[src/rtl/c_mutex_split4.sv]
// Clocked 4-way drive/free demultiplexer: steers one upstream transaction to a selected
// downstream channel and returns free upstream. Optional free-wait timeout: C_MUTEX_SPLIT4_TIMEOUT_EN.
module c_mutex_split4 #(
  parameter int unsigned DATA_WIDTH     = 32,
  parameter int unsigned DRIVE_LAT      = 1,
  parameter int unsigned FREE_LAT       = 1,
  parameter int unsigned TIMEOUT_CYCLES = 1024
) (
  input  logic                  clk,
  input  logic                  rstn,
  input  logic                  i_drive,
  input  logic [1:0]            i_sel,
  input  logic [DATA_WIDTH-1:0] i_data,
  output logic                  o_free,
  output logic                  o_drive0,
  output logic                  o_drive1,
  output logic                  o_drive2,
  output logic                  o_drive3,
  output logic [DATA_WIDTH-1:0] o_data,
  input  logic                  i_free0,
  input  logic                  i_free1,
  input  logic                  i_free2,
  input  logic                  i_free3,
  output logic                  o_busy,
  output logic                  o_err,
  output logic                  o_timeout
);

  localparam int unsigned CNT_W = 4;
  localparam int unsigned TO_W  = 16;
  localparam int unsigned NCH   = 4;
  localparam logic [NCH-1:0] ONE_HOT0 = NCH'(1);

  // Elaboration-time range checks on the latency and timeout parameters
  if (DRIVE_LAT < 1 || DRIVE_LAT > 15) begin : g_bad_drive_lat
    $error("c_mutex_split4: DRIVE_LAT must be 1..15");
  end
  if (FREE_LAT < 1 || FREE_LAT > 15) begin : g_bad_free_lat
    $error("c_mutex_split4: FREE_LAT must be 1..15");
  end
  if (TIMEOUT_CYCLES < 2 || TIMEOUT_CYCLES > 65535) begin : g_bad_timeout
    $error("c_mutex_split4: TIMEOUT_CYCLES must be 2..65535");
  end

  typedef enum logic [1:0] {
    S_IDLE,
    S_DRIVE_DLY,
    S_WAIT_FREE,
    S_FREE_DLY
  } state_t;

  state_t                r_state, w_state;
  logic [CNT_W-1:0]      r_cnt, w_cnt;
  logic [1:0]            r_sel, w_sel;
  logic [DATA_WIDTH-1:0] r_data, w_data;
  logic [NCH-1:0]        r_drive, w_drive;
  logic                  r_free, w_free;
  logic                  r_busy, w_busy;
  logic                  r_err, w_err;
  logic [NCH-1:0]        w_free_vec;
  logic                  w_sel_free;
  logic                  w_other_free;
  logic                  w_accept;

`ifdef C_MUTEX_SPLIT4_TIMEOUT_EN
  localparam logic [TO_W-1:0] TO_LIMIT = TO_W'(TIMEOUT_CYCLES);
  logic [TO_W-1:0] r_wait_cnt, w_wait_cnt;
  logic            r_timeout, w_timeout;
`endif

  assign w_free_vec   = {i_free3, i_free2, i_free1, i_free0};
  assign w_sel_free   = w_free_vec[r_sel];
  assign w_other_free = |(w_free_vec & ~(ONE_HOT0 << r_sel));

  // Next-state, datapath and output computation
  always_comb begin
    w_state  = r_state;
    w_cnt    = r_cnt;
    w_sel    = r_sel;
    w_data   = r_data;
    w_drive  = '0;
    w_free   = 1'b0;
    w_err    = r_err;
    w_accept = 1'b0;
`ifdef C_MUTEX_SPLIT4_TIMEOUT_EN
    w_wait_cnt = r_wait_cnt;
    w_timeout  = r_timeout;
`endif

    // Protocol violations are flagged but never alter the sequencing
    if (i_drive && (r_state != S_IDLE))                  w_err = 1'b1;
    if ((|w_free_vec) && (r_state != S_WAIT_FREE))       w_err = 1'b1;
    if ((r_state == S_WAIT_FREE) && w_other_free)        w_err = 1'b1;

    case (r_state)
      S_IDLE: begin
        if (i_drive) begin
          w_data = i_data;
          w_sel  = i_sel;
          w_cnt  = CNT_W'(DRIVE_LAT - 1);
          if (DRIVE_LAT == 1) begin
            w_drive = ONE_HOT0 << i_sel;
            w_state = S_WAIT_FREE;
`ifdef C_MUTEX_SPLIT4_TIMEOUT_EN
            w_wait_cnt = '0;
`endif
          end else begin
            w_state = S_DRIVE_DLY;
          end
        end
      end

      S_DRIVE_DLY: begin
        // Pulse is raised on the edge that takes the counter to zero
        if (r_cnt == CNT_W'(1)) begin
          w_cnt   = '0;
          w_drive = ONE_HOT0 << r_sel;
          w_state = S_WAIT_FREE;
`ifdef C_MUTEX_SPLIT4_TIMEOUT_EN
          w_wait_cnt = '0;
`endif
        end else begin
          w_cnt = r_cnt - CNT_W'(1);
        end
      end

      S_WAIT_FREE: begin
        w_accept = w_sel_free;
`ifdef C_MUTEX_SPLIT4_TIMEOUT_EN
        if (!w_sel_free) begin
          if ((r_wait_cnt + TO_W'(1)) == TO_LIMIT) begin
            w_accept  = 1'b1;
            w_timeout = 1'b1;
          end else begin
            w_wait_cnt = r_wait_cnt + TO_W'(1);
          end
        end
`endif
        if (w_accept) begin
          w_cnt   = CNT_W'(FREE_LAT - 1);
          w_state = S_FREE_DLY;
          if (FREE_LAT == 1) w_free = 1'b1;
        end
      end

      S_FREE_DLY: begin
        if (r_free) begin
          w_state = S_IDLE;
        end else if (r_cnt == CNT_W'(1)) begin
          w_cnt  = '0;
          w_free = 1'b1;
        end else begin
          w_cnt = r_cnt - CNT_W'(1);
        end
      end

      default: w_state = S_IDLE;
    endcase

    w_busy = (w_state != S_IDLE);
  end

  always_ff @(posedge clk or negedge rstn) begin
    if (!rstn) begin
      r_state <= S_IDLE;
      r_cnt   <= '0;
      r_sel   <= '0;
      r_data  <= '0;
      r_drive <= '0;
      r_free  <= 1'b0;
      r_busy  <= 1'b0;
      r_err   <= 1'b0;
    end else begin
      r_state <= w_state;
      r_cnt   <= w_cnt;
      r_sel   <= w_sel;
      r_data  <= w_data;
      r_drive <= w_drive;
      r_free  <= w_free;
      r_busy  <= w_busy;
      r_err   <= w_err;
    end
  end

`ifdef C_MUTEX_SPLIT4_TIMEOUT_EN
  always_ff @(posedge clk or negedge rstn) begin
    if (!rstn) begin
      r_wait_cnt <= '0;
      r_timeout  <= 1'b0;
    end else begin
      r_wait_cnt <= w_wait_cnt;
      r_timeout  <= w_timeout;
    end
  end

  assign o_timeout = r_timeout;
`else
  assign o_timeout = 1'b0;
`endif

  assign o_drive0 = r_drive[0];
  assign o_drive1 = r_drive[1];
  assign o_drive2 = r_drive[2];
  assign o_drive3 = r_drive[3];
  assign o_free   = r_free;
  assign o_data   = r_data;
  assign o_busy   = r_busy;
  assign o_err    = r_err;

endmodule

[config.mk]
export PLATFORM = sky130hd
export DESIGN_NAME = c_mutex_split4
export DESIGN_NICKNAME = d
export VERILOG_FILES = /design/src/rtl/c_mutex_split4.sv
export SDC_FILE = /design/constraint.sdc
export NUM_CORES = 1
export LEC_CHECK = 0
export CAP_MARGIN = 20
export CORE_MARGIN = 1
export CORE_UTILIZATION = 41
export CTS_BUF_LIST = sky130_fd_sc_hd__clkbuf_8
export DETAILED_ROUTE_END_ITERATION = 7
export MAX_ROUTING_LAYER = met4
export PLACE_DENSITY_LB_ADDON = 0.1
export SLEW_MARGIN = 20
export SYNTH_ARGS = -nofsm -noshare
export SYNTH_HDL_FRONTEND = slang
export SYNTH_SLANG_ARGS = --single-unit
[constraint.sdc]
create_clock -name clk -period 1.7 [get_ports clk]
set_clock_uncertainty 0.2 [all_clocks]
set_input_delay 0.425 -clock clk [delete_from_list [all_inputs] [get_ports clk]]
set_output_delay 0.425 -clock clk [all_outputs]
set_load 0.03 [all_outputs]
* Word-level counts from Yosys, hierarchy flattened
Cells that the tools add are included.
** Storage, ports and cells
- Output and inout port bits :: 40
- Logic and storage cells :: 55
- Input bits :: 41
- Register bits after elaboration :: 47
** Operators by class
- Order comparisons :: 1
- Bitwise gates (word level) :: 2
- $add $sub $neg :: 1
- Shift-type cells :: 2
- Reduce and logical (&&, ||, !) cells :: 11
- Mux-type cells :: 22
- Eq/ne operators :: 8
** Operator list (number)
- $mux 4 :: 6
- $pmux 4 s4 :: 1
- $mux 2 :: 4
- $ne 2x2->1 const B :: 4
- $pmux 2 s4 :: 1
- $pmux 4 s2 :: 1
- $reduce_or 4->1 :: 2
- $shl 1x2->4 const A :: 2
- $mux 1 :: 7
- $and 4x4->4 :: 1
- $eq 2x2->1 const B :: 2
- $eq 4x1->1 const B :: 1
- $not 4->4 :: 1
- $reduce_bool 2->1 :: 2
- $sub 4x1->4 const B :: 1
- $logic_and 1x1->1 :: 3
- $lt 2x3->1 const B :: 1
- $reduce_and 3->1 :: 1
- $reduce_bool 3->1 :: 1
- $bmux 1 s2 :: 1
- $eq 2x1->1 const B :: 1
- $logic_not 2->1 :: 1
- $pmux 1 s2 :: 1
- $reduce_and 2->1 :: 1

* Longest topological paths before layout
Gate-level depths: netlist of run 1.
- Word-level depth :: 6
- Gate-level depth with buffers :: 6
- Gate-level depth less buffers :: 6

* Worst setup path after synthesis of run 1
Ideal clock, no wire load.
- Kind :: reg-to-reg
- Start point :: register r_cnt[1]
- End point :: register r_cnt[0]
- Slack :: -29 ps
- Required time :: 1382 ps
- Library setup time :: 118 ps
- Path buffers :: 0
- Stages on the path, launching flop included :: 7
- Arrival time :: 1411 ps
- Clock period less this slack :: 1729 ps
- Cell sequence :: dfrtp_1 > inv_1 > ha_1 > or3b_4 > nor3_4 > a211oi_2 > a21o_1
** On the way
- Word-level cells in the longest chain between the ends :: 4
** RTL lines
- start, declared :: RTL line 53 : logic [CNT_W-1:0] r_cnt, w_cnt;
- start signal, assigned :: RTL line 175 : r_cnt <= w_cnt;
- $eq 4x1->1 * :: RTL line 115, 149
- $mux 4 * :: RTL line 115, 149
- $mux 4 :: RTL line 147 : if (r_free) begin
- $pmux 4 s4 * :: RTL line 95 : case (r_state)
Mark *: on every way between the ends. The rest lies on a longest branch, timed or not. The select of a mux whose other input is x is not followed.
A chain may end at the register's enable or synchronous reset.

* Worst setup path after layout of run 1
Ends and elaborated chain as after synthesis.

==> metrics.yaml, run 1 <==
min_period_over_period: 1.05
critPathKind: "reg2reg"
die_area_um2: 5390
yosysTopAreaCellShare: 0.562
die_x_um: 73.4
seq_area_frac_synth: 0.562
viasPerCell: 4.98
syn2layout_area_growth_pct: 58.6
vias: 1630
r2r_start: "r_cnt[1]$_DFFE_PN0P_"
cts_sinks: 47
first_pass_iters: 4
grt_pass1_wl_mm: 8.42
multi_input_area_um2: 918
clockBufferDepth: 2
cts.clk_slew.worst_paths_ns: 0.09
synthArstFlopShare: 1.00
synth_common_cells: "dfrtp_1, mux2_2, inv_1, mux2_1"
synth-seq-cells: 47
synth_area_um2: 2090
grt_max_degree: 48
worstHoldStart: "o_err$_DFFE_PN0P_"
routed_wl_mm: 5.31
post-route-drc-count: 0
die_h_um: 73.4
violations: "setup timing"
netlist-cell-type-count: 42
fillCellCount: 370
finalMaxSlewViolations: 0
grt_pass1_vias: 1794
regArea_um2: 1180
rr_worst_depth: 6
placedCellCount: 308
clock_latency_ns: 0.31
port_buffers: 79
cts-root-buf: "clkbuf_8"
min_to: "o_err$_DFFE_PN0P_"
synth.most_common_cell: "dfrtp_1"
drt_iter0_drc: 79
overflow: 0
rsz0062_at_grt: "true"
start_kind: "flop"
core_um2: 4820
leakagePower_nw: 1.50
synth_nets: 196
ys_top_cells_by_area: "dfrtp_1, mux2_2, mux2_1, buf_6, nor3_4"
ir_drop_v: 0.00107
final_cells: 327
cp_data_required_time_ns: 1.71
outcome: "finished, violations left"
postSynthCellCount: 153
synth_warnings: 0
finish.utilization: 0.689
fmax_mhz: 558
maxCapViolCount: 0
arrival_ns: 1.80
rows: 25
fin_crit_ns: 1.79
diodes: 0
power.density_nw_per_um2: 1800
worstReg2RegEnd: "r_cnt[0]$_DFFE_PN0P_"
yosys.area.top_type: "dfrtp_1"
pin_count: 81
fin_ws_ns: -0.0927
hold_depth: 1
syn_avg_cell_area_um2: 13.7
crit_fanout: 5
end_kind: "flop"
routedWlPerCell_um: 16.3
hold_path_class: "reg2reg"
nNetsFinal: 302
synth_edf_count: 0
rrSetupSlack_ns: -0.09
setup_violations: 10
synth-main-ff-cell: "dfrtp_1"
drive_above_1_share: 0.442
hold_violations: 0
place_congestion: 0.783
grt_util_all_layers: 0.222
cts_tree: "done"
initial_core_util: 0.434
antenna_found_initial: 0
htreeDepth: 2
postRouteAntennaNets: 0
dpl.hpwl_mm: 3.54
numCtsBuffers: 5
==> power by group <==
group | internal, W | total (W) | switching [W]
sequential | 0.00161 | 0.00197 | 0.000355
combinational | 0.00148 | 0.00314 | 0.00167
clock | 0.000443 | 0.000847 | 0.000404
total | 0.00353 | 0.00596 | 0.00243
==> worst max-delay path, cell delays in order, from the launching register on <==
cell	delay, ns
dfrtp_1	0.40
inv_2	0.08
ha_4	0.12
or3b_4	0.40
nor3_4	0.20
a211oi_2	0.11
a21o_1	0.20
==> through the flow <==
| step | setup slack (ns) | TNS, ns | total power, W | instance area, um^2 | hold slack, ns |
|---|---|---|---|---|---|
| finish | -0.0927 | -0.481 | 0.00596 | 3320 | 0.284 |
| global route | -0.178 | -1.52 | 0.00628 | 3320 | 0.315 |
| CTS | -0.102 | -0.613 | 0.00590 | 3340 | 0.285 |
| detailed placement | -0.444 | -17.69 | 0.00507 | 3070 | 0.233 |
| global placement | -0.414 | -15.83 | 0.00495 | 3070 | 0.222 |
| floorplan | -0.0108 | -0.0142 | 0.00378 | 2100 | -0.0706 |
==> state kept, by name, summed over array words and instances (netlist names) <==
| register | cells |
|---|---|
| r_state | 2 |
| r_sel | 2 |
| r_drive | 4 |
| o_busy | 1 |
| o_free | 1 |
| o_err | 1 |
| r_cnt | 4 |
| o_data | 32 |
==> what timing repair did <==
item / 4_1_cts / 5_1_grt
gates resized for setup: 74 / 57
endpoints found under the setup margin: 78 / 54
pin swaps: 7 / 3
hold endpoints to repair: 47 / 0
cloned: 3 / 0
buffers inserted: 6 / 2
hold buffers: 1 / 0
==> placed cells by master (no fill, tap or decap), types with 6 or more instances in the layout <==
cell type and count:
buf_4 21, clkbuf_2 22, clkdlybuf4s15_1 8, clkdlybuf4s15_2 6, clkdlybuf4s50_1 38, dfrtp_1 45, mux2_2 15, mux2_4 18
==> how the worst max path moves through the flow <==
stage	from	cells after the start	endpoint	slack, ns
after floorplan	r_cnt[1]$_DFFE_PN0P_	6	r_cnt[2]$_DFFE_PN0P_	-0.01
after global placement	i_drive	6	r_cnt[2]$_DFFE_PN0P_	-0.41
after detailed placement	i_drive	4	o_data[31]$_DFFE_PN0P_	-0.44
after CTS	r_cnt[1]$_DFFE_PN0P_	6	r_cnt[2]$_DFFE_PN0P_	-0.10
after global routing	r_cnt[1]$_DFFE_PN0P_	6	r_cnt[2]$_DFFE_PN0P_	-0.18
final	r_cnt[1]$_DFFE_PN0P_	6	r_cnt[0]$_DFFE_PN0P_	-0.09
==> kinds of logic (layout without fill, tap and decap cells) <==
| kind of cell | Yosys count | in the layout | share of synthesized area |
|---|---|---|---|
| mux | 37 | 37 | 0.203 |
| fa+ha+maj | 2 | 2 | 0.0120 |
| other cells | 1 | 1 | 0.00179 |
| buf+inv | 15 | 122 | 0.0419 |
| simple gates | 27 | 27 | 0.0855 |
| flops | 47 | 47 | 0.562 |
| compound gates | 24 | 24 | 0.0939 |
==> per-layer routing <==
layer  vias up  wire [um]  GRT usage
met5         -          0          -
met4         0         78     0.0919
met2        61       2710      0.383
met1       804       2200      0.247
met3         7        330     0.0549
li1        758          -          -
==> layout make-up <==
type,instances,share of cell area
Clock buffer,5,0.0207
Multi-Input combinational cell,91,0.277
Clock inverter,3,0.0140
Tap cell,67,0.0253
Sequential cell,47,0.355
Timing Repair Buffer,107,0.300
Inverter,7,0.00792
Power figures use the tool's default switching activity.
==> run 2, diff against run 1 <==
Settings changed: CORE_UTILIZATION 41 to 45.
Clock period 1.7 ns to 1.8 ns, I/O delays scaled along.
==> run 2 against run 1 <==
The run still ends with setup timing left. Global-route usage rose by 1.9 points. Power fell by 8.4%. Design area fell by 1.0%. Routed wire length rose by 1.1%. Worst hold slack got worse by 0.00050 ns. Clock-buffer cell count rose by 1. Largest cell class unchanged.
==> metrics.yaml, run 2 (synthesis gave the netlist of run 1 again) <==
hold_path_class: "reg2reg"  # unchanged
outcome: "finished, violations left"  # unchanged
grt_max_degree: 18  # was 48
overflow: 0  # unchanged
cp_data_required_time_ns: 1.78  # was 1.71 ns
busiest_layer: "met2"  # unchanged
rows: 24  # was 25
hold_depth: 1  # unchanged
layout_commonest_cell: "dfrtp_1"  # unchanged
diodes: 0  # unchanged
slowest_stage: "or3b_4"  # was dfrtp_1
grt_pass1_wl_mm: 8.80  # was 8.42 mm
die_x_um: 70.2  # was 73.4 um
first_pass_iters: 4  # unchanged
grt_use_met2: 0.411  # was 0.383
viasPerCell: 5.33  # was 4.98
violations: "setup timing"  # unchanged
min_to: "o_err$_DFFE_PN0P_"  # unchanged
fin_crit_ns: 1.89  # was 1.79 ns
startpoint: "r_cnt[1]$_DFFE_PN0P_"  # unchanged
grt_util_all_layers: 0.241  # was 0.222
nNetsFinal: 299  # was 302
pin_count: 81  # unchanged
drt_iter0_drc: 57  # was 79
finalMaxSlewViolations: 0  # unchanged
path_buf_inv: 2  # was 1
place_congestion: 0.897  # was 0.783
routedWlPerCell_um: 17.4  # was 16.3 um
die_area_um2: 4930  # was 5390 um^2
largest_register_ff_count: 32  # unchanged
final_cell_mix: "dfrtp_1, dlygate4sd2_1, clkdlybuf4s50_1, mux2_2, buf_4"  # was dfrtp_1, clkdlybuf4s50_1, clkbuf_2, buf_4, mux2_4
r2r_start: "r_cnt[1]$_DFFE_PN0P_"  # unchanged
cp_top_family: "simple AND/OR/NAND/NOR gates"  # unchanged
maxCapViolCount: 0  # unchanged
clock_latency_ns: 0.30  # was 0.31 ns
dp_slack_ns: -0.367  # was -0.444 ns
port_buffers: 79  # unchanged
syn2layout_area_growth_pct: 56.9  # was 58.6%
rsz0062_at_grt: "true"  # unchanged
dpl.hpwl_mm: 3.62  # was 3.54 mm
clockBufferDepth: 2  # unchanged
end_kind: "flop"  # unchanged
min_period_over_period: 1.05  # about the same
rrSetupSlack_ns: -0.09  # about the same
initial_core_util: 0.474  # was 0.434
grt_pass1_vias: 1759  # was 1794
setup_violations: 7  # was 10
crit_fanout: 4  # was 5
rr_worst_depth: 7  # was 6
hold_violations: 0  # unchanged
numCtsBuffers: 5  # unchanged
antenna_found_initial: 0  # unchanged
routed_wl_mm: 5.38  # was 5.31 mm
cts_tree: "done"  # unchanged
grt_use_met1: 0.286  # was 0.247
leakagePower_nw: 1.49  # was 1.50 nW
post-route-drc-count: 0  # unchanged
met3_usage: 0.0462  # was 0.0549
fin_ws_ns: -0.0866  # was -0.0927 ns
max_stage_delay_ns: 0.40  # about the same
die_h_um: 70.2  # was 73.4 um
start_kind: "flop"  # unchanged
htreeDepth: 2  # unchanged
postRouteAntennaNets: 0  # unchanged
core_um2: 4410  # was 4820 um^2
critPathKind: "reg2reg"  # unchanged
cts.clk_slew.worst_paths_ns: 0.09  # about the same
ir_drop_v: 0.000895  # was 0.00107 V
power.density_nw_per_um2: 1660  # was 1800 nW/um^2
fmax_mhz: 530  # was 558 MHz
path_cells: "inv_2 -> ha_4 -> or3b_4 -> nor3_4 -> buf_6 -> a2111oi_2 -> o21bai_1"  # was inv_2 -> ha_4 -> or3b_4 -> nor3_4 -> a211oi_2 -> a21o_1
worstReg2RegEnd: "r_cnt[2]$_DFFE_PN0P_"  # was r_cnt[0]$_DFFE_PN0P_
worstHoldStart: "o_err$_DFFE_PN0P_"  # unchanged
drive_above_1_share: 0.315  # was 0.442
final_cells: 309  # was 327
placedCellCount: 293  # was 308
cts_sinks: 47  # unchanged
arrival_ns: 1.86  # was 1.80 ns
vias: 1647  # was 1630
cts-root-buf: "clkbuf_8"  # unchanged
==> run 2: changes by cell type in the layout (fill, tap and decap cells not counted), moves of 5 or more <==
| cell | previous run | this run |
|---|---|---|
| dlygate4sd2_1 | 2 | 39 |
| mux2_1 | 0 | 5 |
| mux2_4 | 18 | 1 |
| mux2_2 | 15 | 27 |
| clkdlybuf4s15_2 | 6 | 0 |
| buf_4 | 21 | 16 |
| clkdlybuf4s15_1 | 8 | 0 |
| clkbuf_2 | 22 | 1 |
==> run 2: power breakdown <==
part / internal (W) / leakage (nW) / switching (W)
Combinational: 0.00125 / 0.865 / 0.00156
Sequential: 0.00152 / 0.568 / 0.000320
Clock: 0.000449 / 0.0612 / 0.000347
Total: 0.00323 / 1.49 / 0.00223
==> run 2: cell type report <==
cell class                      instances  area (um^2)
Clock buffer                            6         82.6
Clock inverter                          2         35.0
Fill cell                             303         1130
Inverter                                7         26.3
Multi-Input combinational cell         91          873
Sequential cell                        47         1180
Tap cell                               52         65.1
Timing Repair Buffer                  104         1020
==> run 2: timing repair <==
item	in CTS	in global routing
pin swaps	6	3
hold buffers	1	0
resized for setup	50	7
cloned	2	0
endpoints found under the hold margin	15	0
setup endpoints to repair	57	17
buffers inserted	2	4
==> run 2: worst max path at each step <==
stage                                 to  cells after the start  slack, ns
finish              r_cnt[2]$_DFFE_PN0P_                      7      -0.09
global route        r_cnt[2]$_DFFE_PN0P_                      5      -0.14
CTS                 r_drive[0]$_DFF_PN0_                      6      -0.07
detailed placement  r_cnt[2]$_DFFE_PN0P_                      6      -0.37
global placement    r_cnt[2]$_DFFE_PN0P_                      6      -0.30
floorplan           r_cnt[0]$_DFFE_PN0P_                      6       0.07
==> run 2: routing by layer <==
| layer | wire, um | up-vias |
|---|---|---|
| li1 | - | 754 |
| met1 | 2030 | 828 |
| met2 | 3010 | 58 |
| met3 | 254 | 7 |
| met4 | 80 | 0 |
| met5 | 0 | - |
==> run 2: through the flow <==
step	util	setup TNS, ns	hold slack [ns]	power (W)	area (um^2)
final	0.744	-0.357	0.283	0.00546	3280
after global routing	0.744	-0.729	0.301	0.00576	3280
after CTS	0.734	-0.338	0.280	0.00540	3240
after detailed placement	0.691	-12.47	0.228	0.00475	3050
after global placement	0.691	-11.18	0.216	0.00461	3050
after floorplan	-	0	-0.0456	0.00356	2090
==> run 3, diff against run 2 <==
==> constraint.sdc (replaced) <==
create_clock -name clk -period 1.8 [get_ports clk]
set_clock_uncertainty 0.2 [all_clocks]
set_input_delay 0.27 -clock clk [delete_from_list [all_inputs] [get_ports clk]]
set_output_delay 0.27 -clock clk [all_outputs]
set_load 0.03 [all_outputs]
==> run 3 against run 2 <==
The flow still finishes with violations (setup timing). Via count down 3.0%. Power about the same. First-iteration DRC count up 39%. Sequential share of layout area up 0.64 points. Sequential power about the same. Maximum frequency down 1.7%. Critical endpoint unchanged. Final cell count down 1.9%. Critical path depth down 1.
==> metrics.yaml, run 3 (synthesis gave the netlist of run 1 again) <==
hold_violations: 0  # unchanged
rrSetupSlack_ns: -0.12  # was -0.09 ns
finalSetupTns_ns: -0.641  # was -0.357 ns
rows: 24  # unchanged
power_frac_comb: 0.496  # was 0.516
grt_pass1_vias: 1657  # was 1759
path_cells: "inv_2 -> ha_4 -> or3b_4 -> nor3_4 -> a2111oi_0 -> o21bai_1"  # was inv_2 -> ha_4 -> or3b_4 -> nor3_4 -> buf_6 -> a2111oi_2 -> o21bai_1
violations: "setup timing"  # unchanged
rr_worst_depth: 6  # was 7
cts_sinks: 47  # unchanged
seqPwrFrac: 0.338  # about the same
switching_share: 0.398  # was 0.409
cp_data_required_time_ns: 1.78  # about the same
crit_fanout: 5  # was 4
placedCellCount: 294  # was 293
cts_tree: "done"  # unchanged
p_int_w: 0.00328  # was 0.00323 W
die_x_um: 70.2  # unchanged
rsz0062_at_grt: "true"  # unchanged
power.density_nw_per_um2: 1700  # was 1660 nW/um^2
die_h_um: 70.2  # unchanged
critPathKind: "reg2reg"  # unchanged
leakagePower_nw: 1.56  # was 1.49 nW
antenna_found_initial: 0  # unchanged
diodes: 0  # unchanged
grt_pass1_wl_mm: 7.89  # was 8.80 mm
finalMaxSlewViolations: 0  # unchanged
syn2layout_area_growth_pct: 53.7  # was 56.9%
worstReg2RegEnd: "r_cnt[2]$_DFFE_PN0P_"  # unchanged
grt_util_all_layers: 0.216  # was 0.241
routedWlPerCell_um: 16.2  # was 17.4 um
nNetsFinal: 293  # was 299
viasPerCell: 5.27  # was 5.33
initial_core_util: 0.474  # unchanged
die_area_um2: 4930  # unchanged
overflow: 0  # unchanged
min_period_over_period: 1.07  # was 1.05
first_pass_iters: 4  # unchanged
cts-root-buf: "clkbuf_8"  # unchanged
outcome: "finished, violations left"  # unchanged
place_congestion: 0.902  # was 0.897
drive_above_1_share: 0.271  # was 0.315
pin_count: 81  # unchanged
hold_path_class: "in2async"  # was reg2reg
postRouteAntennaNets: 0  # unchanged
final_cell_mix: "dfrtp_1, clkdlybuf4s50_1, mux2_2, dlygate4sd2_1, buf_4"  # was dfrtp_1, dlygate4sd2_1, clkdlybuf4s50_1, mux2_2, buf_4
pwr-share-clk: 0.165  # was 0.146
max_stage_delay_ns: 0.40  # about the same
cts.clk_slew.worst_paths_ns: 0.08  # was 0.09 ns
ir_drop_v: 0.000861  # was 0.000895 V
routed_wl_mm: 4.90  # was 5.38 mm
dpl.hpwl_mm: 3.63  # was 3.62 mm
htreeDepth: 2  # unchanged
r2r_start: "r_cnt[1]$_DFFE_PN0P_"  # unchanged
layout_commonest_cell: "dfrtp_1"  # unchanged
clock_latency_ns: 0.30  # about the same
fmax_mhz: 521  # was 530 MHz
clockBufferDepth: 2  # unchanged
slowest_stage: "or3b_4"  # unchanged
port_buffers: 79  # unchanged
maxCapViolCount: 0  # unchanged
drt_iter0_drc: 79  # was 57
post-route-drc-count: 0  # unchanged
arrival_ns: 1.90  # was 1.86 ns
fin_ws_ns: -0.119  # was -0.0866 ns
core_um2: 4410  # unchanged
largest_register_ff_count: 32  # unchanged
final_cells: 303  # was 309
end_kind: "flop"  # unchanged
grt_max_degree: 30  # was 18
switching_power_w: 0.00217  # was 0.00223 W
fin_crit_ns: 1.92  # was 1.89 ns
numCtsBuffers: 5  # unchanged
start_kind: "flop"  # unchanged
vias: 1597  # was 1647
setup_violations: 10  # was 7
==> run 3: worst max-delay path by stage <==
stage / startpoint / end / slack, ns / cells past startpoint
6_report: r_cnt[1]$_DFFE_PN0P_ / r_cnt[2]$_DFFE_PN0P_ / -0.12 / 6
5_1_grt: r_cnt[1]$_DFFE_PN0P_ / r_cnt[2]$_DFFE_PN0P_ / -0.18 / 6
4_1_cts: r_cnt[1]$_DFFE_PN0P_ / r_cnt[0]$_DFFE_PN0P_ / -0.09 / 6
3_5_place_dp: i_drive / r_cnt[1]$_DFFE_PN0P_ / -0.17 / 6
3_3_place_gp: i_drive / r_cnt[2]$_DFFE_PN0P_ / -0.12 / 6
2_1_floorplan: r_cnt[1]$_DFFE_PN0P_ / r_cnt[0]$_DFFE_PN0P_ / 0.07 / 6
==> run 3: routing by layer <==
layer | global-route usage | share of wire | vias up
met2 | 0.385 | 0.54 | 61
met1 | 0.230 | 0.38 | 783
met4 | 0.0889 | 0.031 | 0
met5 | - | 0 | -
li1 | - | - | 740
met3 | 0.0491 | 0.049 | 13
==> run 3: cell type report <==
| class | count | area [um^2] |
|---|---|---|
| Fill cell | 326 | 1200 |
| Sequential cell | 47 | 1180 |
| Timing Repair Buffer | 98 | 955 |
| Multi-Input combinational cell | 91 | 856 |
| Clock buffer | 5 | 68.8 |
| Clock inverter | 3 | 67.6 |
| Tap cell | 52 | 65.1 |
| Inverter | 7 | 26.3 |
==> run 3: power by group through the flow <==
| stage | Clock [W] | Sequential, W | Combinational (W) |
|---|---|---|---|
| floorplan | 0 | 0.00254 | 0.00101 |
| global placement | 0 | 0.00183 | 0.00278 |
| detailed placement | 0 | 0.00187 | 0.00286 |
| CTS | 0.000928 | 0.00184 | 0.00270 |
| global route | 0.000970 | 0.00192 | 0.00286 |
| finish | 0.000902 | 0.00185 | 0.00271 |
==> run 3: worst max-delay path, delay by kind of cell, from the launching register on <==
family / cells / cell delay (ns)
AND/OR/NAND/NOR: 2 / 0.70
buffers and inverters: 1 / 0.08
adder cells (fa/ha/maj): 1 / 0.13
flip-flops: 1 / 0.39
AO/OA/AOI/OAI: 2 / 0.31
==> run 3: stage by stage <==
step	cell area, um^2	hold WS [ns]	worst slack [ns]	util	total power (W)
6_report	3220	0.243	-0.119	0.728	0.00546
5_1_grt	3220	0.298	-0.177	0.728	0.00576
4_1_cts	3160	0.248	-0.0930	0.717	0.00547
3_5_place_dp	3050	0.0415	-0.165	0.690	0.00474
3_3_place_gp	3050	0.0466	-0.117	0.690	0.00461
2_1_floorplan	2090	-0.226	0.0713	-	0.00356
==> run 3: what timing repair did <==
action	in CTS	in global routing
hold buffers	1	0
buffers inserted	0	0
setup endpoints to repair	34	53
hold endpoints to repair	16	0
gates resized for setup	25	18
pin swaps	1	3
==> RTL change: new RTL, config.mk and constraints of run 3 <==
Build with the macro `C_MUTEX_SPLIT4_TIMEOUT_EN` defined.
--- a/src/rtl/c_mutex_split4.sv
+++ b/src/rtl/c_mutex_split4.sv
@@ -1,4 +1,6 @@
 // Clocked 4-way drive/free demultiplexer: steers one upstream transaction to a selected
 // downstream channel and returns free upstream. Optional free-wait timeout: C_MUTEX_SPLIT4_TIMEOUT_EN.
+`define C_MUTEX_SPLIT4_TIMEOUT_EN
+
 module c_mutex_split4 #(
   parameter int unsigned DATA_WIDTH     = 32,
Check against the original RTL: no difference found for any inputs over 10 cycles, from zero or initial values and one cycle with rstn low; that may be too few to reach the edited logic, so the function may still have changed.
==> RTL change against run 3 <==
The flow still finishes with violations (setup timing); largest power group unchanged; sequential cell count grew 17; count of clock-buffer cells in the layout grew 8; area after synthesis grew 52%; setup slack lost 0.61 ns; total power grew 36%; via count grew 80%; cell area grew 57%; critical endpoint is now r_wait_cnt[12]; routed wire length grew 77%; clock power grew 64%; critical path type unchanged.
==> RTL change: results (changes against run 3) <==
Gate Count Post-Synth: 291 (was 153)
Seq Cell Count: 64 (was 47)
Met2 GRT Util: 39.5% (was 38.5%)
First-pass GRT wire length: 13,800 um (was 7890 um)
Non-clk invs: 6 (was 7)
Power Density: 1460 nW/um^2 (was 1700 nW/um^2)
RR Endpoint: r_wait_cnt[12] (was r_cnt[2])
WL met3: 377 um (was 241 um)
Max VDD drop: 0.000928 V (was 0.000861 V)
IO Port Bufs: 80 (was 79)
Met1 global-route usage: 31.6% (was 23.0%)
Failing checks: setup timing (unchanged)
Placed Cells: 513 (was 294)
Sequential cell area share: 31.7% (was 36.6%)
Status: finished with violations (unchanged)
Worst skew pair latency: 0.34 ns (was 0.30 ns)
Buffers, non-clock: 163 (was 98)
Share of post-route cells with drive strength above 1: 37.6% (was 27.1%)
Worst Path Arrival: 2.55 ns (was 1.90 ns)
Commonest cells in the netlist: 64 x dfrtp_1, 34 x mux2_2, 26 x nand2_1 (was 47 x dfrtp_1, 27 x mux2_2, 6 x inv_1, 6 x mux2_1)
RR Startpoint: r_wait_cnt[5] (was r_cnt[1])
Final worst slack: -0.734 ns (was -0.119 ns)
Switching Share: 38.9% (was 39.8%)
DRT iter0 DRCs: 138 (was 79)
CLK BUF: 13 (was 5)
Crit-path leading delay family: compound AO/OA/AOI/OAI gates (was simple AND/OR/NAND/NOR gates)
P_clk: 1480 uW (was 902 uW)
Setup violators final: 22 (was 10)
Post-synthesis adder-cell area fraction: 1.18% (was 1.20%)
Final RePlAce weighted congestion: 0.901 (was 0.902)
Drt wl/cell: 15.9 um (was 16.2 um)
Number of global-route vias before repair: 2,889 (was 1,657)
==> RTL change: how the worst max path moves through the flow <==
stage | start | to | slack, ns | depth (start not counted)
6_report | r_wait_cnt[5] | r_wait_cnt[12] | -0.73 | 8
5_1_grt | r_wait_cnt[5] | r_wait_cnt[12] | -0.79 | 8
4_1_cts | r_wait_cnt[7] | r_wait_cnt[12] | -0.69 | 8
3_5_place_dp | r_wait_cnt[1] | r_cnt[3] | -0.75 | 7
3_3_place_gp | r_wait_cnt[0] | r_cnt[2] | -0.66 | 7
2_1_floorplan | r_wait_cnt[7] | r_wait_cnt[12] | -0.52 | 8
==> RTL change: worst min-delay path: cells and delay by family <==
kind | cells | cell delay (ns)
buffers and inverters | 3 | 0.95
==> RTL change: cells by family after synthesis <==
logic type | after synthesis
compound gates | 61
xor+xnor | 2
fa+ha+maj | 3
buf+inv | 26
flops | 64
mux | 38
simple gates | 97
